<file path="src/rtl/ps2_key_ctrl.sv">
// ---------------------------------------------------------------------------
// ps2_key_ctrl
//   Drains a PS/2 receiver FIFO one byte at a time (IDLE -> POP -> GAP),
//   decodes set-2 E0/F0 prefixes into make/break events, suppresses or
//   counts typematic repeats, tracks the held key, and keeps a two-digit
//   BCD press counter plus a sticky FIFO-overflow flag.
//
// Ports
//   clk          system clock, rising edge
//   rst          asynchronous active-high reset
//   ready        receiver FIFO non-empty
//   data[7:0]    receiver FIFO head byte, valid while ready=1
//   overflow     receiver FIFO overflow indication
//   clr          synchronous clear of press_cnt and ovf_sticky
//   nextdata_n   active-low FIFO pop strobe (one cycle, in POP)
//   key_code     scan code of last accepted make
//   key_ext      last accepted make carried an E0 prefix
//   key_down     {key_ext,key_code} is currently held
//   key_valid    one-cycle pulse per accepted new press
//   key_release  one-cycle pulse when the held key is released
//   press_cnt    BCD press count, [7:4] tens, [3:0] units
//   ovf_sticky   set by any overflow cycle, cleared by clr
// ---------------------------------------------------------------------------
module ps2_key_ctrl #(
  parameter int REPEAT_COUNT = 0
) (
  input  logic       clk,
  input  logic       rst,
  input  logic       ready,
  input  logic [7:0] data,
  input  logic       overflow,
  input  logic       clr,
  output logic       nextdata_n,
  output logic [7:0] key_code,
  output logic       key_ext,
  output logic       key_down,
  output logic       key_valid,
  output logic       key_release,
  output logic [7:0] press_cnt,
  output logic       ovf_sticky
);

  typedef enum logic [1:0] {IDLE, POP, GAP} state_t;

  localparam logic [7:0] CODE_EXT = 8'hE0;
  localparam logic [7:0] CODE_BRK = 8'hF0;
  localparam logic [7:0] CODE_ERR0 = 8'h00;
  localparam logic [7:0] CODE_ERR1 = 8'hFF;

  state_t     r_state;
  logic [7:0] r_byte;
  logic       r_ext_pend;
  logic       r_brk_pend;
  logic       r_nextdata_n;
  logic [7:0] r_key_code;
  logic       r_key_ext;
  logic       r_key_down;
  logic       r_key_valid;
  logic       r_key_release;
  logic [7:0] r_press_cnt;
  logic       r_ovf_sticky;

  logic       w_plain;
  logic       w_match;
  logic       w_press;
  logic       w_release;
  logic [7:0] w_cnt_inc;

  // Decode of the latched byte; only acted on while in POP.
  always_comb begin
    // NOTE: every always_comb output gets a default first so no path can infer a latch.
    w_cnt_inc = r_press_cnt;
    w_plain   = !(r_byte inside {CODE_EXT, CODE_BRK, CODE_ERR0, CODE_ERR1});
    // A "match" compares the incoming (prefix, code) pair with the held key.
    w_match   = r_key_down && ({r_ext_pend, r_byte} == {r_key_ext, r_key_code});
    // A repeat of the held key counts as a press only when REPEAT_COUNT is set.
    w_press   = (r_state == POP) && w_plain && !r_brk_pend &&
                (!w_match || (REPEAT_COUNT != 0));
    w_release = (r_state == POP) && w_plain && r_brk_pend && w_match;

    // BCD increment: units 9 carries into tens, 99 wraps to 00.
    if (r_press_cnt[3:0] == 4'd9) begin
      w_cnt_inc[3:0] = 4'd0;
      w_cnt_inc[7:4] = (r_press_cnt[7:4] == 4'd9) ? 4'd0 : r_press_cnt[7:4] + 4'd1;
    end else begin
      w_cnt_inc[3:0] = r_press_cnt[3:0] + 4'd1;
    end
  end

  always_ff @(posedge clk or posedge rst) begin
    if (rst) begin
      r_state       <= IDLE;
      r_byte        <= 8'h00;
      r_ext_pend    <= 1'b0;
      r_brk_pend    <= 1'b0;
      r_nextdata_n  <= 1'b1;
      r_key_code    <= 8'h00;
      r_key_ext     <= 1'b0;
      r_key_down    <= 1'b0;
      r_key_valid   <= 1'b0;
      r_key_release <= 1'b0;
      r_press_cnt   <= 8'h00;
      r_ovf_sticky  <= 1'b0;
    end else begin
      // NOTE: sequential state uses non-blocking assignments so every
      // register samples the pre-edge values of the others.
      r_key_valid   <= w_press;
      r_key_release <= w_release;

      case (r_state)
        IDLE: begin
          if (ready) begin
            r_byte       <= data;
            r_nextdata_n <= 1'b0;  // low for the whole POP cycle
            r_state      <= POP;
          end
        end
        POP: begin
          r_nextdata_n <= 1'b1;
          r_state      <= GAP;
          if (r_byte == CODE_EXT) begin
            r_ext_pend <= 1'b1;
          end else if (r_byte == CODE_BRK) begin
            r_brk_pend <= 1'b1;
          end else begin
            // Data bytes and error codes both terminate a prefix sequence.
            r_ext_pend <= 1'b0;
            r_brk_pend <= 1'b0;
          end
          if (w_press) begin
            r_key_code <= r_byte;
            r_key_ext  <= r_ext_pend;
            r_key_down <= 1'b1;
          end
          if (w_release) begin
            r_key_down <= 1'b0;
          end
        end
        GAP: begin
          // One idle cycle so the FIFO head settles before ready is re-sampled.
          r_state <= IDLE;
        end
        default: r_state <= IDLE;
      endcase

      // clr has priority over a same-cycle increment or overflow set.
      if (clr) begin
        r_press_cnt  <= 8'h00;
        r_ovf_sticky <= 1'b0;
      end else begin
        if (w_press) r_press_cnt <= w_cnt_inc;
        if (overflow) r_ovf_sticky <= 1'b1;
      end
    end
  end

  assign nextdata_n  = r_nextdata_n;
  assign key_code    = r_key_code;
  assign key_ext     = r_key_ext;
  assign key_down    = r_key_down;
  assign key_valid   = r_key_valid;
  assign key_release = r_key_release;
  assign press_cnt   = r_press_cnt;
  assign ovf_sticky  = r_ovf_sticky;

endmodule

</file>
<file path="config.mk">
export PLATFORM = sky130hd
export DESIGN_NAME = ps2_key_ctrl
export DESIGN_NICKNAME = d
export VERILOG_FILES = /design/src/rtl/ps2_key_ctrl.sv
export SDC_FILE = /design/constraint.sdc
export NUM_CORES = 1
export LEC_CHECK = 0
export ABC_AREA = 1
export CAP_MARGIN = 15
export CORE_MARGIN = 5
export CORE_UTILIZATION = 54
export DETAILED_ROUTE_END_ITERATION = 12
export PLACE_DENSITY = 0.84
export SLEW_MARGIN = 25
export SYNTH_ARGS = -nofsm -noshare
export SYNTH_HDL_FRONTEND = slang
export SYNTH_SLANG_ARGS = --single-unit
</file>
<file path="constraint.sdc">
create_clock -name clk -period 2.2 [get_ports clk]
set_clock_uncertainty 0.15 [all_clocks]
set_input_delay 0.22 -clock clk [delete_from_list [all_inputs] [get_ports clk]]
set_output_delay 0.22 -clock clk [all_outputs]
set_load 0.05 [all_outputs]
</file>
Yosys cells after proc, flatten, opt, wreduce, memory -nomap -nowiden
Index checks and enable logic that the tools add are counted.
{ "word_totals": {"reg_bits": 34, "input_bits": 13, "out_inout_bits": 22, "word_cells": 65} }
{ "op_classes": {"add_sub_neg": 2, "n_eq_ne": 9, "muxes": 16, "bitwise": 1, "n_reduce_logical": 24} }
{ "op_table": {"columns": ["operator", "count"], "rows": [
  ["== test 8 bit (second input constant)", 3],
  ["2-to-1 mux 8 bit", 2],
  ["AND reduction 2 bit", 7],
  ["2-to-1 mux 4 bit", 3],
  ["nonzero test 2 bit", 5],
  ["== test 9 bit", 1],
  ["adder 4 x 1 -> 4 bit (second input constant)", 2],
  ["== test 4 bit (second input constant)", 2],
  ["zero test 8 bit", 1],
  ["2-to-1 mux 1 bit", 8],
  ["logical AND 1 bit", 6],
  ["inequality test 2 bit (second input constant)", 2],
  ["one-hot mux 2 bit (2 select lines)", 1],
  ["nonzero test 4 bit", 1],
  ["zero test 1 bit", 3],
  ["== test 2 x 1 -> 1 bit (second input constant)", 1],
  ["zero test 2 bit", 1],
  ["2-to-1 mux 2 bit", 1],
  ["one-hot mux 1 bit (2 select lines)", 1],
  ["NOT 1 bit", 1]
]} }

Depth between registers and ports, before layout
{ "logic_depth": {"ltp_word": 8, "depth_mapped": 12, "mapped_depth_nobuf": 12} }

Worst setup path after synthesis
No wires, ideal clock.
{ "synth_timing": {"path_kind": "register to register", "startpoint": "register r_key_code[0] (netlist: key_code[0])", "endpoint": "register r_press_cnt[0] (netlist: press_cnt[0])", "setup_ns": 0.119, "arrival_ns": 1.498, "required_ns": 1.931, "path_slack_ns": 0.433, "stages_incl_launch_ff": 13, "path_buffers": 1, "synth_period_minus_slack_ns": 1.767, "path_cell_list": "dfrtp_1 inv_1 nand2_1 nand2_1 nor2_1 nand2_1 nor2_1 nand2_1 nand3_4 buf_6 nor2_4 nand2_1 o21ai_2"} }
{ "synth_via": {"elab_chain_len": 5} }
{ "synth_lines": {"columns": ["item", "line_no", "source"], "rows": [
  ["from (decl)", "55", "logic [7:0] r_key_code;"],
  ["from (signal assigned)", "131", "r_key_code <= r_byte;"],
  ["== test 9 bit", "75", "w_match = r_key_down && ({r_ext_pend, r_byte} == {r_key_ext, r_key_code});"],
  ["logical AND 1 bit", "75", null],
  ["zero test 1 bit", "78", "(!w_match || (REPEAT_COUNT != 0));"],
  ["logical AND 1 bit", "77", "w_press = (r_state == POP) && w_plain && !r_brk_pend &&"],
  ["nonzero test 2 bit (no line)", null, null],
  ["to (signal assigned)", "151", "if (w_press) r_press_cnt <= w_cnt_inc;"],
  ["to (decl)", "60", "logic [7:0] r_press_cnt;"]
]} }
No other way between the ends.
A chain may end at the register's enable or synchronous reset.

Worst setup path after layout
{ "layout_timing": {"startpoint": "register r_nextdata_n (netlist: nextdata_n)", "endpoint": "output port nextdata_n"} }
{ "layout_lines": {"columns": ["item", "line_no", "source"], "rows": [
  ["from (decl)", "54", "logic r_nextdata_n;"],
  ["from (signal assigned)", "96", "r_nextdata_n <= 1'b1;"],
  ["from (signal assigned)", "114", "r_nextdata_n <= 1'b0;"],
  ["from (signal assigned)", "119", "r_nextdata_n <= 1'b1;"],
  ["to (decl)", "33", "output logic nextdata_n,"]
]} }
No word-level cell between the ends.

==> results_dict.tcl <==
set metrics [dict create \
    outcome "complete, no violations" \
    tns_ns 0 \
    setup_viol 0 \
    cts_resized 0 \
    regArea_um2 852 \
    yosysSeqAreaShare 0.500 \
    cts_tree "yes" \
    vdd_drop_max_v 0.000670 \
    core-area_mm2 0.00303 \
    hpwlAfterDp_mm 2.51 \
    worst_path_max_delay_cell "clkdlybuf4s50_1" \
    final_cell_mix "nand2_1, clkdlybuf4s50_1, dfrtp_1" \
    wl_mm 3.20 \
    wl_per_cell_um 11.1 \
    synth_cell_types 23 \
    clk_pin_slew_ns 0.09 \
    gp_routability_congestion 0.799 \
    via_per_inst 4.84 \
    holdBufCountCts 0 \
    hold_class "in -> async" \
    fillCellCount 252 \
    crit_chain "clkdlybuf4s50_1" \
    dieArea_mm2 0.00438 \
    grt_pass1_wl_mm 5.84 \
    final_nets 260 \
    hold_violations 0 \
    dpl.cell_count 280 \
    grt_max_degree 35 \
    drv_cap 0 \
    num_antenna_cells 0 \
    timing.critical_path.buf_inv 1 \
    synth_top_area_frac 0.485 \
    clkLatencyLatePin_ns 0.33 \
    portBuffers 34 \
    arrival_ns 1.66 \
    rr_endpoint "press_cnt[7]$_DFFE_PP0P_" \
    multi_input_area_um2 743 \
    r2r_cells 10 \
    synth_top_area_cell "dfrtp_1" \
    cts_buffers 5 \
    syn-num-nets 221 \
    h-tree-depth 2 \
    area_growth_pct 25.8 \
    slew_headroom 0.659 \
    max_freq_ghz 0.492 \
    setup_ws_ns 0.169 \
    initial_core_util 0.563 \
    placementRows 20 \
    powerDensity_mw_per_mm2 1080 \
    die_y_um 66.2 \
    period_minus_slack_ns 2.03 \
    yosys-top-cells-area "dfrtp_1, nand2_1, nor2_1" \
    layoutNonFillerInstCount 288 \
    drc 0 \
    mostFrequentLayoutCell "nand2_1" \
    start_kind "register" \
    first_pass_iters 4 \
    place_ws_ns 0.345 \
    ys_ff_latch 34 \
    r2r_setup_slack_ns 0.35 \
    antenna_found_initial 0 \
    netlist_area_mm2 0.00170 \
    worst-setup-path-type "reg -> out" \
    worstMarginPinSlew_ns 0.510 \
    avgSynthCellArea_um2 8.35 \
    grt-ovfl-total 0 \
    via_count 1393 \
    synth_cells 204 \
    r2r_start "r_byte[6]$_DFFE_PP0P_" \
    track_usage 0.175 \
    ys.warnings.count 0 \
    crit_fanout 2 \
    finalCritPeriodShare 0.923 \
    endpoint_kind "output pin" \
    first_global_vias 1412 \
    post_cts_buffers 0 \
    cts.sinks 34 \
    num_io_pins 35 \
    worst_ep_required_time_ns 1.83 \
    hold_ws_ns 0.113 \
    drive_gt1_frac 0.127 \
    ant_nets 0 \
    clockBufferDepth 2 \
    leakage_nw 1.02 \
    cts_root_buf "clkbuf_4" \
    critPathTopFamily "buffers and inverters" \
    critPathMaxStageDelay_ns 0.80 \
    rsz0062_at_grt "false" \
    drv_slew 0 \
    drt_iter0_drc 53 \
    die_w_um 66.2 \
]
-- through the flow --
step	utilization	total power (W)	cell area, um^2
after floorplan	-	0.00168	1700
after global placement	0.688	0.00199	2080
after detailed placement	0.688	0.00201	2080
after CTS	0.708	0.00235	2140
after global routing	0.708	0.00249	2140
final	0.708	0.00233	2140
-- synth_stat cells, drive strengths merged --
library cell,count
nor2,24
dfstp,1
clkbuf,1
o21ai,21
dfrtp,33
nand2,71
inv,23
or2,1
a21oi,2
nand3,13
buf,2
xor2,3
ha,4
xnor2,5
-- cell type report --
cell class	instances	area share
Timing Repair Buffer	35	0.162
Inverter	23	0.0403
Multi-Input combinational cell	144	0.347
Tap cell	44	0.0257
Sequential cell	34	0.398
Clock buffer	8	0.0274
-- per-layer routing --
metal  vias to the layer above  track usage  routed length, um
met5                         -            0                  0
met4                         0       0.0533                 38
met3                         6       0.0629                135
met2                        25        0.284               1600
met1                       645        0.218               1430
li1                        717            -                  -
-- worst max-delay path by stage --
stage / cells past startpoint / start / to / slack [ns]
after detailed placement: 10 / r_byte[6]$_DFFE_PP0P_ / press_cnt[6]$_DFFE_PP0P_ / 0.35
after global routing: 1 / press_cnt[4]$_DFFE_PP0P_ / press_cnt[4] / 0.11
after floorplan: 12 / key_code[0]$_DFFE_PP0P_ / press_cnt[0]$_DFFE_PP0P_ / 0.43
final: 1 / nextdata_n$_DFFE_PP1P_ / nextdata_n / 0.17
after CTS: 1 / nextdata_n$_DFFE_PP1P_ / nextdata_n / 0.15
after global placement: 10 / r_byte[6]$_DFFE_PP0P_ / press_cnt[4]$_DFFE_PP0P_ / 0.38
-- logic make-up after synthesis --
group,Yosys count,synth area share
AOI/OAI and AO/OA,23,0.0764
xor gates and xnor gates,8,0.0411
adders and majority gates,4,0.0294
buffers and inverters,26,0.0639
DFF,34,0.500
and+or+nand+nor,109,0.289
-- sequential cells by signal (all words and copies together) (netlist names), 2 cells and up --
| register | cells |
|---|---|
| press_cnt | 8 |
| key_code | 8 |
| r_state | 2 |
| r_byte | 8 |
-- power breakdown --
group / switching, W / leakage, nW / internal (W)
Sequential: 0.000155 / 0.432 / 0.000779
Clock: 0.000186 / 0.0326 / 0.000158
Combinational: 0.000679 / 0.553 / 0.000368
(Power assumes the default switching activity.)
